--- config.mk ---
export PLATFORM = sky130hd
export DESIGN_NAME = tile_out_capture
export DESIGN_NICKNAME = d
export VERILOG_FILES = /design/src/rtl/tile_cap_pkg.sv /design/src/rtl/tile_cap_fifo.sv /design/src/rtl/tile_out_capture.sv
export SDC_FILE = /design/constraint.sdc
export NUM_CORES = 1
export LEC_CHECK = 0
export ABC_AREA = 1
export ABC_CLOCK_PERIOD_IN_PS = 6750
export CAP_MARGIN = 10
export CORE_ASPECT_RATIO = 1.75
export CORE_MARGIN = 3
export CORE_UTILIZATION = 54
export DETAILED_ROUTE_END_ITERATION = 6
export PLACE_DENSITY = 0.75
export SLEW_MARGIN = 25
export SYNTH_ARGS = -nofsm -noshare
export SYNTH_HDL_FRONTEND = slang
export SYNTH_SLANG_ARGS = --single-unit
--- constraint.sdc ---
create_clock -name clk -period 6.75 [get_ports clk]
set_clock_uncertainty 0.2 [all_clocks]
set_input_delay 0.675 -clock clk [delete_from_list [all_inputs] [get_ports clk]]
set_output_delay 0.675 -clock clk [all_outputs]
set_load 0.02 [all_outputs]
--- src/rtl/tile_cap_pkg.sv ---
// rtl/tile_cap_pkg.sv - shared capture FSM states and event record
package tile_cap_pkg;

  localparam int TS_W_PKG = 8;

  typedef enum logic [1:0] {
    ST_IDLE  = 2'd0,
    ST_PRIME = 2'd1,
    ST_RUN   = 2'd2
  } cap_state_e;

  typedef struct packed {
    logic [7:0]          data;
    logic [TS_W_PKG-1:0] ts;
  } cap_evt_t;

endpackage

--- src/rtl/tile_cap_fifo.sv ---
// rtl/tile_cap_fifo.sv - first-word-fall-through event FIFO with occupancy and drop flag
module tile_cap_fifo
  import tile_cap_pkg::*;
#(
  parameter int DEPTH = 4,
  parameter int W     = $bits(cap_evt_t)
) (
  input  logic                     clk,
  input  logic                     rst,
  input  logic                     push,
  input  logic [W-1:0]             wdata,
  input  logic                     pop,
  output logic [W-1:0]             rdata,
  output logic                     valid,
  output logic [$clog2(DEPTH):0]   level,
  output logic                     drop
);

  localparam int AW = $clog2(DEPTH);
  localparam logic [AW:0] FULL_LVL = (AW+1)'(DEPTH);

  logic [W-1:0] mem_q [DEPTH];
  logic [AW:0]  wr_q, wr_d;
  logic [AW:0]  rd_q, rd_d;
  logic         full;
  logic         pop_ok;
  logic         push_ok;

  assign level   = wr_q - rd_q;
  assign valid   = (level != '0);
  assign full    = (level == FULL_LVL);
  assign pop_ok  = pop && valid;
  // A full FIFO still takes a push when the head leaves on the same edge.
  assign push_ok = push && (!full || pop_ok);
  assign drop    = push && full && !pop_ok;
  assign rdata   = valid ? mem_q[rd_q[AW-1:0]] : '0;

  always_comb begin
    wr_d = wr_q;
    rd_d = rd_q;
    if (push_ok) wr_d = wr_q + 1'b1;
    if (pop_ok)  rd_d = rd_q + 1'b1;
  end

  always_ff @(posedge clk) begin
    if (rst) begin
      wr_q <= '0;
      rd_q <= '0;
    end else begin
      wr_q <= wr_d;
      rd_q <= rd_d;
    end
  end

  always_ff @(posedge clk) begin
    if (push_ok) mem_q[wr_q[AW-1:0]] <= wdata;
  end

endmodule

--- src/rtl/tile_out_capture.sv ---
// rtl/tile_out_capture.sv - timestamps changes on a microtile output bus into an event FIFO
module tile_out_capture
  import tile_cap_pkg::*;
#(
  parameter int DEPTH = 4,
  parameter int TS_W  = TS_W_PKG
) (
  input  logic                   clk,
  input  logic                   rst,
  input  logic [7:0]             uo_in,
  input  logic                   enable,
  input  logic                   clear_ovf,
  input  logic                   evt_ready,
  output logic                   evt_valid,
  output logic [7:0]             evt_data,
  output logic [TS_W-1:0]        evt_ts,
  output logic                   overflow,
  output logic [$clog2(DEPTH):0] level
);

  localparam int EVT_W = 8 + TS_W;

  cap_state_e       state_q, state_d;
  logic [7:0]       sync1_q, sync2_q;
  logic [7:0]       last_q, last_d;
  logic [TS_W-1:0]  ts_q;
  logic             ovf_q, ovf_d;
  logic             push;
  logic             drop;
  logic [EVT_W-1:0] head;

  always_comb begin
    state_d = state_q;
    last_d  = last_q;
    push    = 1'b0;
    case (state_q)
      ST_IDLE: begin
        if (enable) state_d = ST_PRIME;
      end
      // Baseline the synchronized bus so re-enabling never reports stale changes.
      ST_PRIME: begin
        last_d  = sync2_q;
        state_d = enable ? ST_RUN : ST_IDLE;
      end
      ST_RUN: begin
        if (!enable) begin
          state_d = ST_IDLE;
        end else if (sync2_q != last_q) begin
          push   = 1'b1;
          last_d = sync2_q;
        end
      end
      default: state_d = ST_IDLE;
    endcase
  end

  assign ovf_d = drop ? 1'b1 : (clear_ovf ? 1'b0 : ovf_q);

  always_ff @(posedge clk) begin
    if (rst) begin
      state_q <= ST_IDLE;
      sync1_q <= '0;
      sync2_q <= '0;
      last_q  <= '0;
      ts_q    <= '0;
      ovf_q   <= 1'b0;
    end else begin
      state_q <= state_d;
      sync1_q <= uo_in;
      sync2_q <= sync1_q;
      last_q  <= last_d;
      ts_q    <= ts_q + 1'b1;
      ovf_q   <= ovf_d;
    end
  end

  tile_cap_fifo #(
    .DEPTH (DEPTH),
    .W     (EVT_W)
  ) u_fifo (
    .clk   (clk),
    .rst   (rst),
    .push  (push),
    .wdata ({sync2_q, ts_q}),
    .pop   (evt_ready),
    .rdata (head),
    .valid (evt_valid),
    .level (level),
    .drop  (drop)
  );

  assign evt_data = head[EVT_W-1:TS_W];
  assign evt_ts   = head[TS_W-1:0];
  assign overflow = ovf_q;

endmodule

======== Word-level counts from Yosys, hierarchy flattened ========
Memories as Yosys holds them, arrays and structs flattened. A register that Yosys moved wholly into a read port is not among the register bits.
Cells that the tools add are included.
storage, ports and cells
  register bits ........................... 41
  RAM bits ................................ 64
  output and inout bits ................... 21
  memories kept ........................... 1
memories
  name          words  bits a word  read ports  clocked after memory_dff  write ports  RTL line             source
  u_fifo.mem_q  4      16           1           1                         1            tile_cap_fifo.sv:22  logic [W-1:0] mem_q [DEPTH];
operators by class
  add/subtract/negate cells ............... 4
  equality and inequality tests ........... 8
  multiplexer cells ....................... 17
  reduce and logical (&&, ||, !) cells .... 13
operator list
  kind                                            count
  two-way mux 16 bit                              1
  two-way mux 8 bit                               2
  one-hot mux 8 bit (2 select lines)              1
  two-way mux 2 bit                               5
  adder 8 x 1 -> 8 bit (second input constant)    1
  != test 2 bit (second input constant)           4
  != test 8 bit                                   1
  two-way mux 1 bit                               7
  adder 3 x 1 -> 3 bit (second input constant)    2
  one-hot mux 2 bit (3 select lines)              1
  logical AND 1 bit                               4
  nonzero test 2 bit                              2
  == test 3 bit (second input constant)           1
  AND reduction 3 bit                             1
  nonzero test 3 bit                              1
  subtractor 3 bit                                1
  == test 2 x 1 -> 1 bit (second input constant)  1
  == test 2 bit (second input constant)           1
  logical NOT 1 bit                               2
  logical NOT 2 bit                               1
  AND reduction 2 bit                             1
  logical OR 1 bit                                1

======== Longest topological paths before layout ========
Gate-level depths: netlist of the first run.
  depth in word-level cells ............... 7
  mapped depth ............................ 11

======== Hierarchy ========
From an unflattened synthesis of the first run, not the netlist that was laid out.
second synthesis, totals
  cell total of the unflattened synthesis .. 438
  area total of the unflattened synthesis .. 4405.5 um2
by module, submodules not included
  module            times used  cells each  area each (um2)  seq. area each (um2)
  tile_cap_fifo     1           249         3044.2           2082.0
  tile_out_capture  1           189         1361.3           700.7

======== Worst setup path after synthesis of the first run ========
Ideal clock, no wire load.
  path kind ............................... reg2reg
  start point ............................. reg u_fifo.wr_q[0]
  end point ............................... mem u_fifo.mem_q[0][0] in the netlist's numbering (enable)
  arrival ................................. 2370 ps
  required time ........................... 6161 ps
  path slack .............................. 3791 ps
  stages on the path, launching flop included .. 9
  path through ............................ dfxtp_1 -> inv_1 -> ha_1 -> fa_1 -> inv_1 -> nor3_1 -> nand3_1 -> nand3_2 -> nor2_1
between the ends
  longest elaborated chain between the ends .. 7
  elaborated cells between the ends (all ways) .. 9
  those cells by class .................... add/sub: 1; eq/ne: 1; mux: 2; reduce/logical: 5
RTL lines
  item                                                    RTL line                                  source
  start, declared                                         tile_cap_fifo.sv:23                       logic [AW:0] wr_q, wr_d;
  start signal, assigned                                  tile_cap_fifo.sv:50                       wr_q <= wr_d;
  subtractor 3 bit (*)                                    tile_cap_fifo.sv:29                       assign level = wr_q - rd_q;
  via level[1]                                            tile_out_capture.sv:18                    output logic [$clog2(DEPTH):0] level
  == test 3 bit or nonzero test 3 bit (tied branches)     tile_cap_fifo.sv:31, tile_cap_fifo.sv:30
  logical NOT 1 bit or logical AND 1 bit (tied branches)  tile_cap_fifo.sv:34, tile_cap_fifo.sv:32
  logical OR 1 bit (*)                                    tile_cap_fifo.sv:34                       assign push_ok = push && (!full || pop_ok);
  logical AND 1 bit (*)                                   tile_cap_fifo.sv:34
  two-way mux 1 bit (*)                                   tile_cap_fifo.sv:56                       if (push_ok) mem_q[wr_q[AW-1:0]] <= wdata;
  two-way mux 1 bit (implied by the code) (*)             tile_cap_fifo.sv:56
  end, declared                                           tile_cap_fifo.sv:22
The timed path passes the listed nets; every way through them passes the cells marked *.

==> flow_metrics.env, run 1 <==
export IMPL_synth_top_area_share_pct=44.10
export IMPL_hp_class="reg2reg"
export IMPL_drcViolationCount=0
export IMPL_ctsHoldBuffers=0
export IMPL_coreArea_mm2=0.007725
export IMPL_ctsRootBufferMaster="clkbuf_16"
export IMPL_ys_warn_count=0
export IMPL_final_util_pct=65.39
export IMPL_postCtsSetupRepairBufs=0
export IMPL_internal_power_mw=1.302
export IMPL_cp_end_kind="output port"
export IMPL_dp_slack_ns=3.400
export IMPL_p_sw_share_pct=34.04
export IMPL_viasPerCell=5.269
export IMPL_grt_usage_pct=18.31
export IMPL_worstSetupPathType="reg2out"
export IMPL_p_switching_mw=0.6716
export IMPL_drtAntennaViolNets=0
export IMPL_post_route_period_util_pct=56.35
export IMPL_syn_num_nets=455
export IMPL_overflow=0
export IMPL_dp_hpwl_mm=4.864
export IMPL_num_fill_cells=592
export IMPL_start_util_pct=56.41
export IMPL_slew_violations=0
export IMPL_total_power_mw=1.973
export IMPL_clock_latency_ns=0.34
export IMPL_ys_seq_area_share_pct=63.85
export IMPL_final_design_area_no_fill_mm2=0.005051
export IMPL_antenna_found_initial=0
export IMPL_synth_top_cell_by_area="edfxtp_1"
export IMPL_combPwrFrac_pct=35.6
export IMPL_wire_per_inst_um=13.83
export IMPL_place_area_mm2=0.004747
export IMPL_layout_drive_gt1_share_pct=6.610
export IMPL_clkSlewWorstSetupHoldPaths_ns=0.07
export IMPL_clk_path_buf_depth=2
export IMPL_diodes=0
export IMPL_num_vias=2935
export IMPL_start_kind="flop"
export IMPL_die_h_um=124.8
export IMPL_finalCriticalPeriod_ns=3.804
export IMPL_tns_ns=0
export IMPL_cp_max_fo=33
export IMPL_synthTopCellsByArea="edfxtp_1 (44%), dfxtp_1 (20%), nor2_1 (8.0%)"
export IMPL_synth_seq_cells=107
export IMPL_grt_max_degree=34
export IMPL_vdd_ir_drop_max_uv=233.1
export IMPL_htree_levels=3
export IMPL_cts_inserted_buffers=9
export IMPL_power_frac_seq_pct=38.1
export IMPL_pin_count=34
export IMPL_cts_resized_gates=0
export IMPL_leakage_nw=2.067
export IMPL_pwr_share_clk_pct=26.3
export IMPL_syn_avg_cell_area_um2=10.04
export IMPL_port_buffers=33
export IMPL_rsz0062_at_grt="false"
export IMPL_routed_wl_mm=7.702
export IMPL_die_area_mm2=0.009227
export IMPL_cts_tree="yes"
export IMPL_crit_arrival_ns=2.93
export IMPL_fmax_ghz=0.2629
export IMPL_fin_ws_ns=2.946
export IMPL_rows=42
export IMPL_place_congestion=0.7622
export IMPL_required_ns=5.88
export IMPL_num_nets_final=485
export IMPL_die_w_um=73.91
export IMPL_grt_pass1_vias=2875
export IMPL_slew_limit_headroom_pct=36.10
export IMPL_grt_pass1_wl_mm=12.86
export IMPL_status="completed"
export IMPL_p_per_area_mw_per_mm2=390.6
export IMPL_worst_pin_slew_ns=0.9575
export IMPL_clock_sinks=107
export IMPL_ys_types=29
export IMPL_netlist_area_mm2=0.004358
export IMPL_hold_viol_final=0
export IMPL_areaGrowthSynthToFinish_pct=15.91
export IMPL_cap_violations=0
export IMPL_netlist_instances=434
export IMPL_firstDrtPassIters=4
export IMPL_setup_viol=0
export IMPL_drt_iter0_drc=266
==> per-layer routing <==
| layer | global-route usage [%] | vias up | share of wire [%] |
|---|---|---|---|
| met2 | 32.95 | 67 | 56 |
| met1 | 19.73 | 1377 | 38 |
| met3 | 3.958 | 18 | 3.7 |
| li1 | - | 1473 | - |
| met4 | 7.791 | 0 | 2.4 |
| met5 | 0 | - | 0 |
==> logic make-up (layout without fill, tap and decap cells) <==
| family | count (synthesis) | count (layout) | synth area share [%] |
|---|---|---|---|
| compound gates | 53 | 53 | 7.580 |
| xor+xnor | 9 | 9 | 1.809 |
| fa+ha+maj | 8 | 8 | 2.469 |
| buf+inv | 82 | 117 | 7.436 |
| flops | 107 | 107 | 63.85 |
| simple gates | 175 | 175 | 16.85 |
==> area by class of cell <==
type / count / area (um^2) / area share, %
sequential: 107 / 2784 / 55.12
clock buffer: 9 / 225.2 / 4.459
multi-input combinational: 245 / 1261 / 24.97
inverter: 66 / 247.7 / 4.905
clock inverter: 7 / 77.57 / 1.536
tap: 88 / 110.1 / 2.180
timing repair buffer: 35 / 345.3 / 6.837
==> worst max-delay path, stage by stage (launching register included) <==
cell	delay, ns
dfxtp_1	0.31
buf_4	0.30
clkinv_1	0.78
nor2_1	0.33
o32ai_1	0.15
nand2_1	0.10
inv_1	0.05
clkdlybuf4s50_1	0.54
==> synthesized netlist by cell type (all sizes together) <==
cell / n
clkbuf: 10
a21oi: 16
dfxtp: 43
edfxtp: 64
nor2: 95
o21ai: 19
o31ai: 1
buf: 6
fa: 1
o32ai: 16
ha: 7
or2: 1
o21a: 1
inv: 66
xnor2: 6
nand2: 60
nor3: 3
nand3: 13
nand4: 3
xor2: 3
==> cell usage in the layout, fill, tap and decap left out, types with 2 or more instances in the layout <==
master	n
nor2_1	89
inv_1	65
nand4_1	3
nand2_1	57
clkbuf_16	9
ha_1	7
xnor2_1	6
nor2_2	5
o21ai_0	18
edfxtp_1	64
a21oi_1	16
o32ai_1	16
xor2_1	3
nor3_1	3
nand3_1	11
clkinv_4	3
buf_4	2
dfxtp_1	42
nand2_4	2
clkdlybuf4s50_1	33
==> power by group through the flow <==
stage / Combinational, mW / Sequential [mW] / Clock, mW
after global placement: 0.687 / 0.765 / 0
after floorplan: 0.457 / 0.743 / 0
final: 0.703 / 0.751 / 0.519
after CTS: 0.710 / 0.752 / 0.523
after global routing: 0.775 / 0.758 / 0.551
after detailed placement: 0.705 / 0.766 / 0
==> path summary, 6_finish.rpt <==
| path | slack (ns) | cells past startpoint | endpoint | from |
|---|---|---|---|---|
| max | 2.95 | 7 | evt_data[4] | flop |
| min | 0.20 | 2 | sync2_q[3]$_SDFF_PP0_ | sync1_q[3]$_SDFF_PP0_ |
| max reg2reg | 3.65 | 8 | u_fifo.mem_q[3][10]$_DFFE_PP_ | u_fifo.wr_q[0]$_SDFFE_PP0P_ |
| min reg2reg | 0.20 | 2 | sync2_q[3]$_SDFF_PP0_ | sync1_q[3]$_SDFF_PP0_ |
==> per-stage QoR <==
stage          hold slack [ns]  instances
3_5_place_dp            0.1944        541
6_report                0.2018        557
5_1_grt                 0.2241        557
3_3_place_gp            0.1895        541
4_1_cts                 0.2037        557
2_1_floorplan           0.1883        434
==> registers in the layout (all words and copies together), names as in the netlist, named ones only <==
name / count
overflow: 1
u_fifo.mem_q: 64
u_fifo.wr_q: 3
sync1_q: 8
ts_q: 8
last_q: 8
state_q: 2
u_fifo.rd_q: 3
sync2_q: 8
Note: power is estimated with default switching activity, not from simulation.
==> inputs of run 2 (changes only) <==
ABC_CLOCK_PERIOD_IN_PS = 3700   (was 6750)
clock period = 3.7 ns   (was 6.75 ns; I/O delays follow)
==> flow_metrics.env, run 2 (synthesis results as in run 1) <==
export IMPL_slew_limit_headroom_pct=64.83
export IMPL_fmax_ghz=0.2997
export IMPL_firstDrtPassIters=4
export IMPL_total_power_mw=3.604
export IMPL_grt_pass1_vias=2953
export IMPL_leakage_nw=2.115
export IMPL_port_buffers=33
export IMPL_areaGrowthSynthToFinish_pct=16.91
export IMPL_p_per_area_mw_per_mm2=707.4
export IMPL_grt_pass1_wl_mm=12.90
export IMPL_ctsHoldBuffers=0
export IMPL_largest_reg_flops=64
export IMPL_wire_per_inst_um=13.24
export IMPL_layout_common_cells="nor2_1 (93), inv_1 (66), edfxtp_1 (64)"
export IMPL_hold_viol_final=0
export IMPL_finalCriticalPeriod_ns=3.336
export IMPL_clk_path_buf_depth=2
export IMPL_hp_class="reg2reg"
export IMPL_cts_inserted_buffers=9
export IMPL_drcViolationCount=0
export IMPL_routed_wl_mm=7.469
export IMPL_post_route_period_util_pct=90.17
export IMPL_die_h_um=124.8
export IMPL_whs_ns=0.1996
export IMPL_cap_violations=0
export IMPL_num_nets_final=492
export IMPL_diodes=0
export IMPL_final_util_pct=65.95
export IMPL_worst_pin_slew_ns=0.5262
export IMPL_clkSlewWorstSetupHoldPaths_ns=0.07
export IMPL_num_vias=2915
export IMPL_die_area_mm2=0.009227
export IMPL_reg2reg_slack_ns=1.06
export IMPL_hold_depth=2
export IMPL_reg2regPathDepth=9
export IMPL_place_congestion=0.7377
export IMPL_vdd_ir_drop_max_uv=330.0
export IMPL_coreArea_mm2=0.007725
export IMPL_layout_drive_gt1_share_pct=6.933
export IMPL_viasPerCell=5.168
export IMPL_whs_endpoint="sync2_q[6]$_SDFF_PP0_"
export IMPL_rows=42
export IMPL_grt_usage_pct=18.29
export IMPL_overflow=0
export IMPL_dp_slack_ns=0.7216
export IMPL_cts_resized_gates=0
export IMPL_dp_hpwl_mm=4.922
export IMPL_setup_viol=0
export IMPL_start_kind="flop"
export IMPL_drt_iter0_drc=160
export IMPL_final_design_area_no_fill_mm2=0.005095
export IMPL_ctsRootBufferMaster="clkbuf_16"
export IMPL_crit_arrival_ns=2.77
export IMPL_postCtsSetupRepairBufs=0
export IMPL_pin_count=34
export IMPL_die_w_um=73.91
export IMPL_layout_commonest_cell="nor2_1"
export IMPL_reg2reg_from="u_fifo.wr_q[0]$_SDFFE_PP0P_"
export IMPL_start_util_pct=56.41
export IMPL_cp_end_kind="output port"
export IMPL_required_ns=3.13
export IMPL_cts_tree="yes"
export IMPL_r2r_end="u_fifo.mem_q[0][2]$_DFFE_PP_"
export IMPL_fin_ws_ns=0.3638
export IMPL_rsz0062_at_grt="false"
export IMPL_tns_ns=0
export IMPL_grt_max_degree=33
export IMPL_clock_sinks=107
export IMPL_antenna_found_initial=0
export IMPL_place_area_mm2=0.004790
export IMPL_status="completed"
export IMPL_place_inst=548
export IMPL_min_from="sync1_q[6]$_SDFF_PP0_"
export IMPL_clock_latency_ns=0.34
export IMPL_stdcell_count=564
export IMPL_slew_violations=0
export IMPL_cp_max_fo=19
export IMPL_drtAntennaViolNets=0
export IMPL_worstSetupPathType="reg2out"
export IMPL_htree_levels=3
-- run 2: worst max-delay path, stage by stage (launching register included) --
cell	delay (ns)
dfxtp_1	0.37
inv_1	0.11
ha_1	0.21
fa_1	0.42
xor2_1	0.16
nand2_1	0.09
nand2_2	0.08
nand3_4	0.20
nand2_1	0.09
inv_1	0.07
clkdlybuf4s50_1	0.61
-- run 2: layout make-up --
| type | instances | area (um^2) |
|---|---|---|
| fill | 583 | 2630 |
| clock buffer | 11 | 264.0 |
| tap | 88 | 110.1 |
| multi-input combinational | 245 | 1251 |
| clock inverter | 5 | 41.29 |
| inverter | 66 | 247.7 |
| sequential | 107 | 2783 |
| timing repair buffer | 42 | 397.9 |
-- run 2: per-layer routing --
layer	share of wire, %	track usage, %	up-vias
met1	40	19.87	1349
met3	3.3	3.958	23
met2	54	31.64	60
met5	0	0	-
li1	-	-	1483
met4	2.9	10.03	0
-- run 2: where the power goes --
| group | total [mW] | leakage, nW | switching (mW) | internal [mW] |
|---|---|---|---|---|
| Combinational | 1.31 | 1.01 | 0.754 | 0.561 |
| Clock | 0.941 | 0.155 | 0.416 | 0.525 |
| Sequential | 1.35 | 0.951 | 0.0505 | 1.30 |
-- run 2: how the worst max path moves through the flow --
| stage | start | endpoint | slack (ns) |
|---|---|---|---|
| CTS | u_fifo.wr_q[0]$_SDFFE_PP0P_ | evt_data[3] | 0.34 |
| global route | u_fifo.wr_q[0]$_SDFFE_PP0P_ | evt_data[6] | 0.16 |
| global placement | u_fifo.wr_q[0]$_SDFFE_PP0P_ | evt_data[1] | 0.83 |
| finish | u_fifo.wr_q[0]$_SDFFE_PP0P_ | evt_data[3] | 0.36 |
| floorplan | u_fifo.wr_q[0]$_SDFFE_PP0P_ | u_fifo.mem_q[0][0]$_DFFE_PP_ | 0.74 |
| detailed placement | u_fifo.wr_q[0]$_SDFFE_PP0P_ | evt_data[3] | 0.72 |
==> inputs of run 3 (changes only) <==
ABC_CLOCK_PERIOD_IN_PS = default   (was 3700)
CORE_MARGIN = 5   (was 3)
PLACE_DENSITY = default   (was 0.75)
PLACE_DENSITY_LB_ADDON = 0.08   (was default)
==> flow_metrics.env, run 3 (synthesis results as in run 1) <==
export IMPL_htree_levels=3
export IMPL_final_design_area_no_fill_mm2=0.005051
export IMPL_cp_slowest_cell="clkdlybuf4s50_1"
export IMPL_firstDrtPassIters=4
export IMPL_die_h_um=128.8
export IMPL_setup_worst_path_start="u_fifo.wr_q[0]$_SDFFE_PP0P_"
export IMPL_reg2regPathDepth=9
export IMPL_num_nets_final=491
export IMPL_cp_end_kind="output port"
export IMPL_slew_violations=0
export IMPL_reg2reg_slack_ns=1.12
export IMPL_routed_wl_mm=7.597
export IMPL_crit_arrival_ns=2.75
export IMPL_rsz0062_at_grt="false"
export IMPL_reg2reg_from="u_fifo.wr_q[0]$_SDFFE_PP0P_"
export IMPL_setup_viol=0
export IMPL_leakage_nw=2.081
export IMPL_pin_count=34
export IMPL_clkSlewWorstSetupHoldPaths_ns=0.06
export IMPL_start_kind="flop"
export IMPL_regArea_mm2=0.002783
export IMPL_overflow=0
export IMPL_layout_drive_gt1_share_pct=5.895
export IMPL_grt_usage_pct=16.49
export IMPL_rows=43
export IMPL_layout_commonest_cell="nor2_1"
export IMPL_multi_input_area_mm2=0.001251
export IMPL_required_ns=3.13
export IMPL_cp_max_fo=19
export IMPL_finalCriticalPeriod_ns=3.324
export IMPL_whs_ns=0.2034
export IMPL_slew_limit_headroom_pct=61.65
export IMPL_wire_per_inst_um=13.45
export IMPL_largest_reg_flops=64
export IMPL_start_util_pct=55.10
export IMPL_place_inst=549
export IMPL_num_fill_cells=654
export IMPL_clock_sinks=107
export IMPL_final_util_pct=63.87
export IMPL_hold_viol_final=0
export IMPL_clk_path_buf_depth=2
export IMPL_dp_hpwl_mm=4.972
export IMPL_postCtsSetupRepairBufs=0
export IMPL_hold_depth=2
export IMPL_grt_pass1_wl_mm=13.08
export IMPL_hp_class="reg2reg"
export IMPL_cts_resized_gates=0
export IMPL_stdcell_count=565
export IMPL_cp_endpoint="evt_ts[4]"
export IMPL_grt_max_degree=33
export IMPL_p_per_area_mw_per_mm2=695.5
export IMPL_cpPeakStageDelay_ns=0.53
export IMPL_clock_latency_ns=0.34
export IMPL_port_buffers=33
export IMPL_antenna_found_initial=0
export IMPL_vdd_ir_drop_max_uv=482.0
export IMPL_worst_pin_slew_ns=0.5746
export IMPL_status="completed"
export IMPL_diodes=0
export IMPL_ctsHoldBuffers=0
export IMPL_post_route_period_util_pct=89.84
export IMPL_cap_violations=0
export IMPL_r2r_end="u_fifo.mem_q[1][13]$_DFFE_PP_"
export IMPL_drtAntennaViolNets=0
export IMPL_num_vias=2892
export IMPL_place_congestion=0.8025
export IMPL_cts_tree="yes"
export IMPL_drcViolationCount=0
export IMPL_areaGrowthSynthToFinish_pct=15.91
export IMPL_layout_common_cells="nor2_1 (93), inv_1 (66), edfxtp_1 (64)"
export IMPL_fmax_ghz=0.3009
export IMPL_cts_inserted_buffers=9
export IMPL_die_area_mm2=0.01004
export IMPL_grt_pass1_vias=2817
export IMPL_viasPerCell=5.119
export IMPL_worstSetupPathType="reg2out"
export IMPL_ctsRootBufferMaster="clkbuf_16"
export IMPL_die_w_um=77.91
export IMPL_crit_path_cell_trace="inv_1 > ha_1 > fa_1 > xnor2_1 > nand2_1 > nand2_2 > nand3_4 > nand2_1 > inv_1 > clkdlybuf4s50_1"
export IMPL_coreArea_mm2=0.007909
export IMPL_place_area_mm2=0.004785
export IMPL_drt_iter0_drc=165
export IMPL_tns_ns=0
-- run 3: cell types whose count changed in the layout (fill, tap and decap cells not counted), sizes merged --
cell and delta:
buf -1, clkinvlp +1, clkinv -1, clkbuf +3
inv -3
-- run 3: critical path, delay by kind of cell (launching register included) --
kind,cells,cell delay (ns)
adder cells (fa/ha/maj),2,0.61
flip-flops,1,0.36
XOR/XNOR,1,0.16
buffers and inverters,3,0.68
AND/OR/NAND/NOR,4,0.59
-- run 3: routing by layer --
| metal | routed length, um | share of wire [%] | vias to the layer above | track usage, % |
|---|---|---|---|---|
| met5 | 0 | 0 | - | 0 |
| met4 | 190 | 2.5 | 0 | 6.965 |
| met3 | 277 | 3.6 | 16 | 3.431 |
| met2 | 3825 | 50 | 51 | 28.36 |
| met1 | 3304 | 43 | 1342 | 19.93 |
| li1 | - | - | 1483 | - |
-- run 3: worst min path at each step --
stage                     startpoint                    end
6_report       sync1_q[7]$_SDFF_PP0_  sync2_q[7]$_SDFF_PP0_
5_1_grt        sync1_q[1]$_SDFF_PP0_  sync2_q[1]$_SDFF_PP0_
4_1_cts        sync1_q[7]$_SDFF_PP0_  sync2_q[7]$_SDFF_PP0_
3_5_place_dp   sync1_q[7]$_SDFF_PP0_  sync2_q[7]$_SDFF_PP0_
3_3_place_gp   sync1_q[5]$_SDFF_PP0_  sync2_q[5]$_SDFF_PP0_
2_1_floorplan  sync1_q[0]$_SDFF_PP0_  sync2_q[0]$_SDFF_PP0_
-- run 3: area by class of cell --
| cell class | count | area share [%] |
|---|---|---|
| flip-flops and latches | 107 | 55.09 |
| multi-input cells | 245 | 24.77 |
| repair buffers | 41 | 7.729 |
| clock buffers | 14 | 5.028 |
| inverters | 66 | 4.905 |
| well taps | 90 | 2.229 |
| clock inverters | 2 | 0.2477 |
-- run 3: where the power goes --
| group | total, mW | switching, mW | leakage (nW) | internal, mW |
|---|---|---|---|---|
| combinational | 1.32 | 0.765 | 1.00 | 0.555 |
| clock | 0.861 | 0.386 | 0.127 | 0.475 |
| sequential | 1.33 | 0.0338 | 0.951 | 1.30 |
| total | 3.51 | 1.19 | 2.08 | 2.33 |
-- run 3: metrics by stage --
stage                     power, mW  worst slack [ns]
after floorplan               2.190            0.7410
after global placement        2.672            0.8070
after detailed placement      2.699            0.6946
after CTS                     3.556            0.3209
after global routing          3.729            0.1719
final                         3.513            0.3761
